`src/rtl/rotaciona_linhas_fifo.sv`:
```
// Row-rotation stage: rotates row r of each ROWS x COLS byte block by r mod COLS bytes, then queues it in a DEPTH-entry FIFO.
// Optional macro ROTACIONA_CONTADOR_EN adds a 16-bit counter of popped blocks on blocos_processados.
module rotaciona_linhas_fifo #(
   parameter int ROWS  = 4,
   parameter int COLS  = 4,
   parameter int DEPTH = 2,
   localparam int W    = 8 * ROWS * COLS,
   localparam int CW   = $clog2(DEPTH) + 1
) (
   input  logic          clk,
   input  logic          rst_n,
   input  logic          entrada_valid,
   output logic          entrada_ready,
   input  logic [W-1:0]  entrada_bloco,
   input  logic          modo,
   output logic          saida_valid,
   input  logic          saida_ready,
   output logic [W-1:0]  saida_bloco,
   output logic [CW-1:0] ocupacao,
   output logic [15:0]   blocos_processados
);

   localparam int AW = CW - 1;
   localparam logic [CW-1:0] PTR_UM = {{(CW-1){1'b0}}, 1'b1};

   logic [CW-1:0] wr_ptr_r;
   logic [CW-1:0] rd_ptr_r;
   logic [W-1:0]  mem_r [DEPTH];
   logic [W-1:0]  rotacionado_s;
   logic          vazio_s;
   logic          cheio_s;
   logic          push_s;
   logic          pop_s;

   // Byte c of row r takes source byte (c -/+ k) mod COLS; k = r mod COLS, so row 0 is untouched.
   function automatic logic [W-1:0] rotaciona(input logic [W-1:0] bloco, input logic modo_in);
      logic [W-1:0] res;
      int           k;
      int           src;
      res = bloco;
      for (int r = 0; r < ROWS; r++) begin
         k = r % COLS;
         for (int c = 0; c < COLS; c++) begin
            if (modo_in) begin
               src = (c + k) % COLS;
            end else begin
               src = (c - k + COLS) % COLS;
            end
            res[W-1-8*(r*COLS+c) -: 8] = bloco[W-1-8*(r*COLS+src) -: 8];
         end
      end
      return res;
   endfunction

   // Status flags and handshakes, derived only from the registered pointers.
   always_comb begin
      rotacionado_s = rotaciona(entrada_bloco, modo);
      vazio_s       = (wr_ptr_r == rd_ptr_r);
      cheio_s       = (wr_ptr_r[CW-1] != rd_ptr_r[CW-1]) &&
                      (wr_ptr_r[AW-1:0] == rd_ptr_r[AW-1:0]);
      push_s        = entrada_valid && !cheio_s;
      pop_s         = saida_ready && !vazio_s;
   end

   // Outputs: head entry is masked to zero while empty so nothing stale shows after reset.
   always_comb begin
      entrada_ready = !cheio_s;
      saida_valid   = !vazio_s;
      ocupacao      = wr_ptr_r - rd_ptr_r;
      if (vazio_s) begin
         saida_bloco = {W{1'b0}};
      end else begin
         saida_bloco = mem_r[rd_ptr_r[AW-1:0]];
      end
   end

   // Pointers carry an extra wrap bit so full and empty are distinguishable.
   always_ff @(posedge clk or negedge rst_n) begin
      if (!rst_n) begin
         wr_ptr_r <= {CW{1'b0}};
         rd_ptr_r <= {CW{1'b0}};
      end else begin
         if (push_s) begin
            wr_ptr_r <= wr_ptr_r + PTR_UM;
         end
         if (pop_s) begin
            rd_ptr_r <= rd_ptr_r + PTR_UM;
         end
      end
   end

   // Storage array; contents are only visible through the empty mask above.
   always_ff @(posedge clk) begin
      if (push_s) begin
         mem_r[wr_ptr_r[AW-1:0]] <= rotacionado_s;
      end
   end

`ifdef ROTACIONA_CONTADOR_EN
   logic [15:0] contador_r;

   // Pop counter, wraps naturally at 16 bits.
   always_ff @(posedge clk or negedge rst_n) begin
      if (!rst_n) begin
         contador_r <= 16'h0000;
      end else if (pop_s) begin
         contador_r <= contador_r + 16'h0001;
      end else begin
         contador_r <= contador_r;
      end
   end

   assign blocos_processados = contador_r;
`else
   assign blocos_processados = 16'h0000;
`endif

endmodule

```
`config.mk`:
```
export PLATFORM = sky130hd
export DESIGN_NAME = rotaciona_linhas_fifo
export DESIGN_NICKNAME = d
export VERILOG_FILES = /design/src/rtl/rotaciona_linhas_fifo.sv
export SDC_FILE = /design/constraint.sdc
export NUM_CORES = 1
export LEC_CHECK = 0
export ABC_CLOCK_PERIOD_IN_PS = 22300
export CAP_MARGIN = 25
export CORE_ASPECT_RATIO = 0.7
export CORE_MARGIN = 4
export CORE_UTILIZATION = 53
export DETAILED_ROUTE_END_ITERATION = 8
export PLACE_DENSITY = 0.86
export SLEW_MARGIN = 20
export SYNTH_ARGS = -nofsm -noshare
export SYNTH_HDL_FRONTEND = slang
export SYNTH_SLANG_ARGS = --single-unit
```
`constraint.sdc`:
```
create_clock -name clk -period 22.3 [get_ports clk]
set_input_delay 3.345 -clock clk [delete_from_list [all_inputs] [get_ports clk]]
set_output_delay 3.345 -clock clk [all_outputs]
set_load 0.01 [all_outputs]
```
==> qor.yml, run 1 <==
critPathLaunchType: "flip-flop"
nFillCells: 1255
start_util_pct: 54.2
postCtsHoldBufs: 0
outcome: "finished, final reports clean"
worst-path-max-fanout: 68
r2r_slack_ns: 19.29
pwr-share-comb_pct: 47.4
max_cap_violations: 0
row_count: 43
die_w_um: 179
peakVddDrop_mv: 0.101
ios: 281
hold_path_class: "reg -> reg"
critPathLaunch: "rd_ptr_r[0]"
vias_per_cell: 5.22
h-tree-depth: 1
p_sw_share_pct: 33.8
hold_viol: 0
insertion_delay_ns: 0.50
grt_overflow: 0
track_usage_pct: 19.5
ys.flop_type: "edfxtp_1"
power.density_nw_per_um2: 157
diodes: 0
yosysSeqAreaShare_pct: 72.1
setup_viol: 0
fin_worst_skew_ns: 0.00670
port_buffers: 264
worst_pin_slew_ns: 0.973
design_area_um2: 14400
pwr-share-clk_pct: 18.5
cts.clk_slew.worst_paths_ns: 0.06
wl_per_cell_um: 19.1
synth_area_um2: 10800
syn_to_final_growth_pct: 33.1
drtAntennaViolNets: 0
post_cts_buffers: 0
worst_setup_path_end_kind: "output pin"
fmax_mhz: 138
crit_end: "saida_bloco[91]"
cellLeakagePower_nw: 5.30
antenna_found_initial: 1
cts_root_buffer: "clkbuf_16"
place_area_um2: 13500
syn_area_per_cell_um2: 16.5
drive_gt1_share_pct: 12.5
grt_max_degree: 79
setup_tns_ns: 0
tritoncts: "built"
rsz0062_at_grt: "false"
numCtsBuffers: 25
hold_start: "rd_ptr_r[1]"
worstReg2RegStart: "rd_ptr_r[0]"
arrival_ns: 3.90
power_frac_seq_pct: 34.1
timing.rr.end: "mem_r[0][82]"
core-area_um2: 19900
ys_types: 22
drc: 0
setup.worst_path.class: "reg -> out"
yosysWarnings: 0
period_minus_slack_ns: 7.24
clk_path_buf_depth: 3
p_int_mw: 1.49
async_flop_share_pct: 1.54
layout.area.seq_um2: 7790
worstPathRequired_ns: 18.95
die_area_um2: 22800
synth_edf_count: 256
die_h_um: 127
dr.pass1.iters: 5
routabilityCongestion: 0.757
fin_nets: 1053
rr_worst_depth: 6
relSlewSlack_pct: 35.1
slew_viol_final: 0
drt_iter0_drc: 411
vias: 6301
multiInputGateArea_um2: 2690
dp_hpwl_mm: 15.2
cts_resized: 0
cts_num_sinks: 260
netlist_instances: 656
grt_pass1_wl_mm: 34.7
routed_wl_mm: 23.1
ys_ff_latch: 260
post-route-period-util_pct: 32.5
p_switching_mw: 0.764
grt_pass1_vias: 6455
==> synth_stat cells, drive strengths merged (2+ instances only) <==
cell	instances	area (µm²)
edfxtp	256	7690
mux2i	129	1290
o21ai	3	15.0
buf	50	362
nor2	130	488
nand2b	2	12.5
inv	3	11.3
dfrtp	4	100
clkbuf	2	17.5
mux2	64	721
xnor2	3	26.3
nand2	3	11.3
==> worst max-delay path, stage by stage, from the launching register on <==
cell	delay [ns]
dfrtp_4	0.78
ha_1	0.50
and2_4	0.64
buf_4	0.69
nor2_1	0.18
clkdlybuf4s50_1	0.53
==> metal layers <==
layer	GRT usage (%)	share of wire (%)	routed length, µm
met1	26.2	41	9450
met2	32.3	48	11100
met3	6.03	9.5	2200
met4	3.38	1.4	317
met5	0	0.052	12
==> worst min path at each step <==
stage / endpoint / depth (start not counted) / slack (ns)
5_1_grt: wr_ptr_r[1] / 1 / 0.57
3_3_place_gp: wr_ptr_r[1] / 1 / 0.53
2_1_floorplan: wr_ptr_r[0] / 1 / 0.49
3_5_place_dp: wr_ptr_r[1] / 1 / 0.54
6_report: wr_ptr_r[1] / 1 / 0.54
4_1_cts: wr_ptr_r[1] / 1 / 0.54
==> flip-flops by register name, indices dropped and copies added, names as in the netlist <==
| register | cells |
|---|---|
| mem_r | 256 |
| rd_ptr_r | 2 |
| wr_ptr_r | 2 |
==> power groups by stage <==
stage                     Clock, mW  Sequential (mW)  Combinational, mW
after floorplan                   0            0.783              0.569
after global routing          0.443            0.786               1.15
final                         0.417            0.771               1.07
after global placement            0            0.775               1.06
after CTS                     0.425            0.775               1.08
after detailed placement          0            0.784               1.07
==> placed cells by master (no fill, tap or decap) <==
cell type / Yosys / routed
dfrtp_4: 0 / 1
nor2_1: 130 / 129
ha_1: 1 / 1
a21boi_0: 1 / 1
and2_4: 1 / 1
nor2b_4: 0 / 1
edfxtp_1: 256 / 256
nand2_1: 3 / 3
bufinv_16: 0 / 3
xnor2_1: 3 / 3
buf_4: 17 / 8
mux2_2: 64 / 64
o31ai_1: 1 / 1
xor2_1: 1 / 1
buf_16: 0 / 1
clkbuf_1: 1 / 2
clkinv_1: 0 / 3
clkbuf_16: 0 / 25
conb_1: 1 / 16
clkbuf_8: 1 / 2
nor2_4: 0 / 1
nand2b_1: 2 / 2
buf_2: 22 / 1
clkinvlp_4: 0 / 4
clkinv_2: 0 / 5
dfrtp_1: 4 / 3
inv_1: 3 / 3
o21ai_0: 3 / 3
mux2i_1: 129 / 129
clkdlybuf4s50_1: 0 / 263
==> logic make-up (layout without fill, tap and decap cells) <==
family	count (synthesis)	after routing	share of synthesized area, %
mux	193	193	18.6
xor+xnor	4	4	0.325
other cells	1	16	0.0347
flops	260	260	72.1
buf+inv	55	320	3.62
simple gates	137	137	4.88
fa+ha+maj	1	1	0.116
compound gates	5	5	0.278
==> final cells by class <==
type / count / share of cell area, %
clock inverter: 15 / 1.09
inverter: 3 / 0.0783
tap: 270 / 2.35
multi-input combinational: 356 / 18.7
timing repair buffer: 273 / 19.0
sequential: 260 / 54.2
clock buffer: 29 / 4.60
==> stage by stage <==
stage | utilization (%) | worst slack, ns | std cells | total power [mW] | hold WS [ns]
CTS | 72.1 | 15.00 | 1205 | 2.28 | 0.539
detailed placement | 68.0 | 15.55 | 1161 | 1.86 | 0.540
global placement | 68.0 | 15.59 | 1161 | 1.83 | 0.531
floorplan | - | 12.57 | 671 | 1.35 | 0.488
global route | 72.2 | 14.80 | 1206 | 2.38 | 0.569
finish | 72.2 | 15.06 | 1206 | 2.26 | 0.536
No activity file was read; power rests on OpenSTA's default activity.
==> inputs of run 2 (changes only) <==
ABC_CLOCK_PERIOD_IN_PS = 7060   (was 22300)
CORE_UTILIZATION = 49   (was 53)
PLACE_DENSITY = 0.8   (was 0.86)
clock period = 7.06 ns   (was 22.3 ns; I/O delays follow)
==> qor.yml, run 2 (synthesized netlist as in run 1, its figures left out) <==
outcome: "finished, final reports clean"
fmax_mhz: 214
rr_worst_depth: 4  # -2
routed_wl_mm: 22.3  # -3.3%
drtAntennaViolNets: 0  # unchanged
worst-path-max-fanout: 71  # +4.4%
wl_per_cell_um: 18.4  # -3.9%
worst_path_largest_cell_delay_ns: 0.71  # -0.07 ns
period_minus_slack_ns: 4.68
hold_path_class: "reg -> reg"
layout.area.seq_um2: 7790  # unchanged
grt_overflow: 0  # unchanged
port_buffers: 264  # unchanged
r2r_slack_ns: 4.26  # -15.03 ns
dr.pass1.iters: 4  # -1
numCtsBuffers: 25  # unchanged
dp_hpwl_mm: 14.5  # -4.2%
die_area_um2: 24500  # +7.7%
clk_path_buf_depth: 3  # unchanged
critPathLaunchType: "flip-flop"
row_count: 45  # +4.7%
worst_setup_path_end_kind: "output pin"
nFillCells: 1546  # +23%
grt_pass1_wl_mm: 33.8  # -2.7%
start_util_pct: 49.8  # -4.4 points
hold_viol: 0  # unchanged
pwr-share-clk_pct: 17.8  # -0.7 points
fin_nets: 1051  # -0.19%
postCtsHoldBufs: 0  # unchanged
routabilityCongestion: 0.755  # -0.22%
fin_worst_skew_ns: 0.0169  # +0.0101 ns
ios: 281  # unchanged
setup.worst_path.class: "reg -> out"
core-area_um2: 21700  # +8.9%
syn_to_final_growth_pct: 32.5
die_w_um: 185  # +3.8%
drc: 0  # unchanged
crit_end: "saida_bloco[31]"
cts.clk_slew.worst_paths_ns: 0.06  # about the same
cts_num_sinks: 260  # unchanged
p_sw_share_pct: 33.9  # +0.065 points
cts_resized: 0  # unchanged
power_frac_seq_pct: 34.1  # about the same
total_power_mw: 7.04  # +210%
timing.rr.end: "mem_r[1][7]"
worstReg2RegStart: "rd_ptr_r[0]"
p_int_mw: 4.65  # +210%
layout_common_cells: "clkdlybuf4s50_1, edfxtp_1, mux2i_1, nor2_1, mux2_2"
vias: 6194  # -1.7%
cp_top_family: "buffers and inverters"
cts_root_buffer: "clkbuf_16"
critPathLaunch: "rd_ptr_r[0]"
setup_viol: 0  # unchanged
multiInputGateArea_um2: 2690  # unchanged
rsz0062_at_grt: "false"
cellLeakagePower_nw: 5.27  # -0.62%
post_cts_buffers: 0  # unchanged
h-tree-depth: 1  # unchanged
final_common_cell: "clkdlybuf4s50_1"
slew_viol_final: 0  # unchanged
power.density_nw_per_um2: 492  # +210%
worst_pin_slew_ns: 1.00  # +0.0284 ns
vias_per_cell: 5.10  # -2.3%
peakVddDrop_mv: 0.291  # +190%
pwr-share-comb_pct: 48.1  # +0.7 points
tritoncts: "built"
p_switching_mw: 2.39  # +210%
post-route-period-util_pct: 66.3
path_buf_inv: 2  # unchanged
diodes: 0  # unchanged
setup_tns_ns: 0  # unchanged
insertion_delay_ns: 0.52  # +0.02 ns
path_depth: 5  # unchanged
worstPathRequired_ns: 6.00  # -12.95 ns
path_cells: "ha_1 > and2_4 > buf_4 > nor2_1 > clkdlybuf4s50_1"
largest_reg_flops: 256  # unchanged
drt_iter0_drc: 466  # +13%
max_cap_violations: 0  # unchanged
track_usage_pct: 17.3  # -2.2 points
antenna_found_initial: 3  # +2
design_area_um2: 14300  # -0.44%
drive_gt1_share_pct: 11.8  # -0.70 points
arrival_ns: 3.62  # -0.28 ns
grt_pass1_vias: 6262  # -3.0%
whs_ns: 0.540  # +0.00341 ns
cpMaxStageDelayCell: "buf_4"
fin_ws_ns: 2.38  # -12.67 ns
die_h_um: 132  # +3.8%
grt_max_degree: 108  # +37%
place_area_um2: 13500  # +0.15%
pre_cts_ws_ns: 2.84  # -12.71 ns
relSlewSlack_pct: 33.2  # -1.9 points
-- run 2: layer usage --
layer	global-route usage [%]	wire [µm]	vias up
met2	28.2	10700	229
met3	5.54	2180	36
met1	23.3	9080	2999
li1	-	-	2924
met4	3.30	383	6
met5	0	41	-
-- run 2: power by group through the flow --
stage	Sequential [mW]	Combinational, mW	Clock, mW
after floorplan	2.42	1.80	0
after global placement	2.41	3.40	0
after detailed placement	2.43	3.42	0
after CTS	2.40	3.45	1.28
after global routing	2.44	3.65	1.35
final	2.40	3.39	1.25
-- run 2: worst min-delay path by stage --
stage / start / to / slack, ns / depth (start not counted)
3_5_place_dp: rd_ptr_r[1] / wr_ptr_r[1] / 0.53 / 1
2_1_floorplan: rd_ptr_r[1] / wr_ptr_r[1] / 0.50 / 1
5_1_grt: rd_ptr_r[1] / wr_ptr_r[1] / 0.55 / 1
6_report: rd_ptr_r[1] / wr_ptr_r[1] / 0.54 / 1
4_1_cts: rd_ptr_r[1] / wr_ptr_r[1] / 0.53 / 1
3_3_place_gp: rd_ptr_r[1] / wr_ptr_r[1] / 0.53 / 1
-- run 2: area by class of cell --
class / instances / area share (%)
sequential: 260 / 54.4
timing repair buffer: 271 / 18.9
inverter: 3 / 0.0787
multi-input combinational: 356 / 18.8
tap: 282 / 2.47
clock inverter: 15 / 0.892
clock buffer: 27 / 4.42
-- run 2: metrics by stage --
stage	utilization, %	instances
final	66.0	1214
after global routing	66.0	1214
after CTS	66.0	1214
after detailed placement	62.5	1172
after global placement	62.5	1172
after floorplan	-	671
==> inputs of run 3 (changes only) <==
ABC_CLOCK_PERIOD_IN_PS = 4800   (was 7060)
clock period = 4.8 ns   (was 7.06 ns; I/O delays follow)
==> qor.yml, run 3 (synthesized netlist as in run 1, its figures left out) <==
grt_overflow: 0  # unchanged
whs_ns: 0.433  # -0.107 ns
dp_hpwl_mm: 14.6  # +0.50%
clk_path_buf_depth: 3  # unchanged
largest_reg_flops: 256  # unchanged
routabilityCongestion: 0.744  # -1.5%
die_w_um: 185  # unchanged
setup_viol: 0  # unchanged
final_common_cell: "clkdlybuf4s50_1"
row_count: 45  # unchanged
drt_iter0_drc: 424  # -9.0%
hold_viol: 0  # unchanged
grt_pass1_wl_mm: 34.1  # +0.86%
die_h_um: 132  # unchanged
nFillCells: 1519  # -1.7%
port_buffers: 264  # unchanged
rsz0062_at_grt: "false"
worst_pin_slew_ns: 1.07  # +0.0672 ns
wl_per_cell_um: 18.5  # +0.44%
start_util_pct: 49.8  # unchanged
antenna_found_initial: 0  # -3
post-route-period-util_pct: 78.9
total_power_mw: 10.6  # +50%
cts_resized: 0  # unchanged
setup_tns_ns: 0  # unchanged
fmax_mhz: 264
worstPathRequired_ns: 4.08  # -1.92 ns
die_area_um2: 24500  # unchanged
arrival_ns: 3.07  # -0.55 ns
worst-path-max-fanout: 72  # +1.4%
ios: 281  # unchanged
diodes: 0  # unchanged
multiInputGateArea_um2: 2690  # unchanged
slew_viol_final: 0  # unchanged
postCtsHoldBufs: 0  # unchanged
peakVddDrop_mv: 0.467  # +60%
worst_setup_path_end_kind: "output pin"
vias: 6179  # -0.24%
fin_util_pct: 66.5  # +0.46 points
syn_to_final_growth_pct: 33.4
fin_cells: 1218  # +0.33%
numCtsBuffers: 25  # unchanged
fin_worst_skew_ns: 0.0104  # -0.00644 ns
core-area_um2: 21700  # unchanged
post_cts_buffers: 0  # unchanged
outcome: "finished, final reports clean"
dp.cells: 1172  # unchanged
power.density_nw_per_um2: 734  # +49%
fin_nets: 1051  # unchanged
relSlewSlack_pct: 28.7  # -4.5 points
hold_path_class: "in -> async"
drive_gt1_share_pct: 12.0  # +0.16 points
grt_max_degree: 131  # +21%
drc: 0  # unchanged
setup.worst_path.class: "reg -> out"
cts_root_buffer: "clkbuf_16"
critPathLaunchType: "flip-flop"
tritoncts: "built"
max_cap_violations: 0  # unchanged
period_minus_slack_ns: 3.79
layout.area.seq_um2: 7790  # unchanged
cts.clk_slew.worst_paths_ns: 0.06  # about the same
layout_common_cells: "clkdlybuf4s50_1, edfxtp_1, mux2i_1, nor2_1, mux2_2"
cts_num_sinks: 260  # unchanged
cellLeakagePower_nw: 5.31  # +0.91%
grt_pass1_vias: 6203  # -0.94%
h-tree-depth: 1  # unchanged
vias_per_cell: 5.07  # -0.57%
dr.pass1.iters: 4  # unchanged
drtAntennaViolNets: 0  # unchanged
insertion_delay_ns: 0.51  # about the same
track_usage_pct: 17.6  # +0.22 points
routed_wl_mm: 22.5  # +0.77%
run 3: power by group:
group | total (mW) | internal, mW | switching [mW] | leakage [nW]
Sequential | 3.49 | 3.33 | 0.156 | 2.42
Clock | 2.02 | 1.23 | 0.787 | 0.416
Combinational | 5.08 | 2.50 | 2.58 | 2.47
run 3: area by class of cell:
| type | instances | area share (%) |
|---|---|---|
| clock buffers | 32 | 4.52 |
| clock inverters | 14 | 1.35 |
| inverters | 3 | 0.0782 |
| multi-input cells | 356 | 18.7 |
| flip-flops and latches | 260 | 54.1 |
| well taps | 282 | 2.45 |
| repair buffers | 271 | 18.8 |
run 3: path summary, 6_finish.rpt:
| path | from | cells past startpoint | slack, ns | end |
|---|---|---|---|---|
| min in group clk | rd_ptr_r[1] | 1 | 0.54 | wr_ptr_r[1] |
| worst max register to register | wr_ptr_r[0] | 6 | 2.20 | mem_r[0][61] |
| worst min-delay path | rst_n | 1 | 0.43 | wr_ptr_r[1] |
| max in group asynchronous | rst_n | 1 | 4.14 | rd_ptr_r[0] |
| worst min register to register | rd_ptr_r[1] | 1 | 0.54 | wr_ptr_r[1] |
| worst max-delay path | wr_ptr_r[0] | 6 | 1.01 | saida_bloco[119] |
run 3: layer usage:
metal	GRT usage (%)	wire length, µm	vias to the layer above	part of all wire [%]
met1	24.0	9290	3003	41
met2	28.8	10800	225	48
li1	-	-	2920	-
met5	0	0	-	0
met4	3.26	346	0	1.5
met3	4.85	2100	31	9.3
run 3: critical path, stage by stage, from the launching register on:
cell and delay [ns]:
dfrtp_1 0.44, inv_1 0.07, ha_1 0.37, and2_4 0.60
buf_12 0.35, nor2_1 0.13, clkdlybuf4s50_1 0.50
run 3: stage by stage:
step | setup WS (ns) | cell area [µm²]
after floorplan | 0.0187 | 10900
after detailed placement | 1.57 | 13600
after global routing | 0.856 | 14400
after CTS | 1.00 | 14400
final | 1.01 | 14400
after global placement | 1.61 | 13600
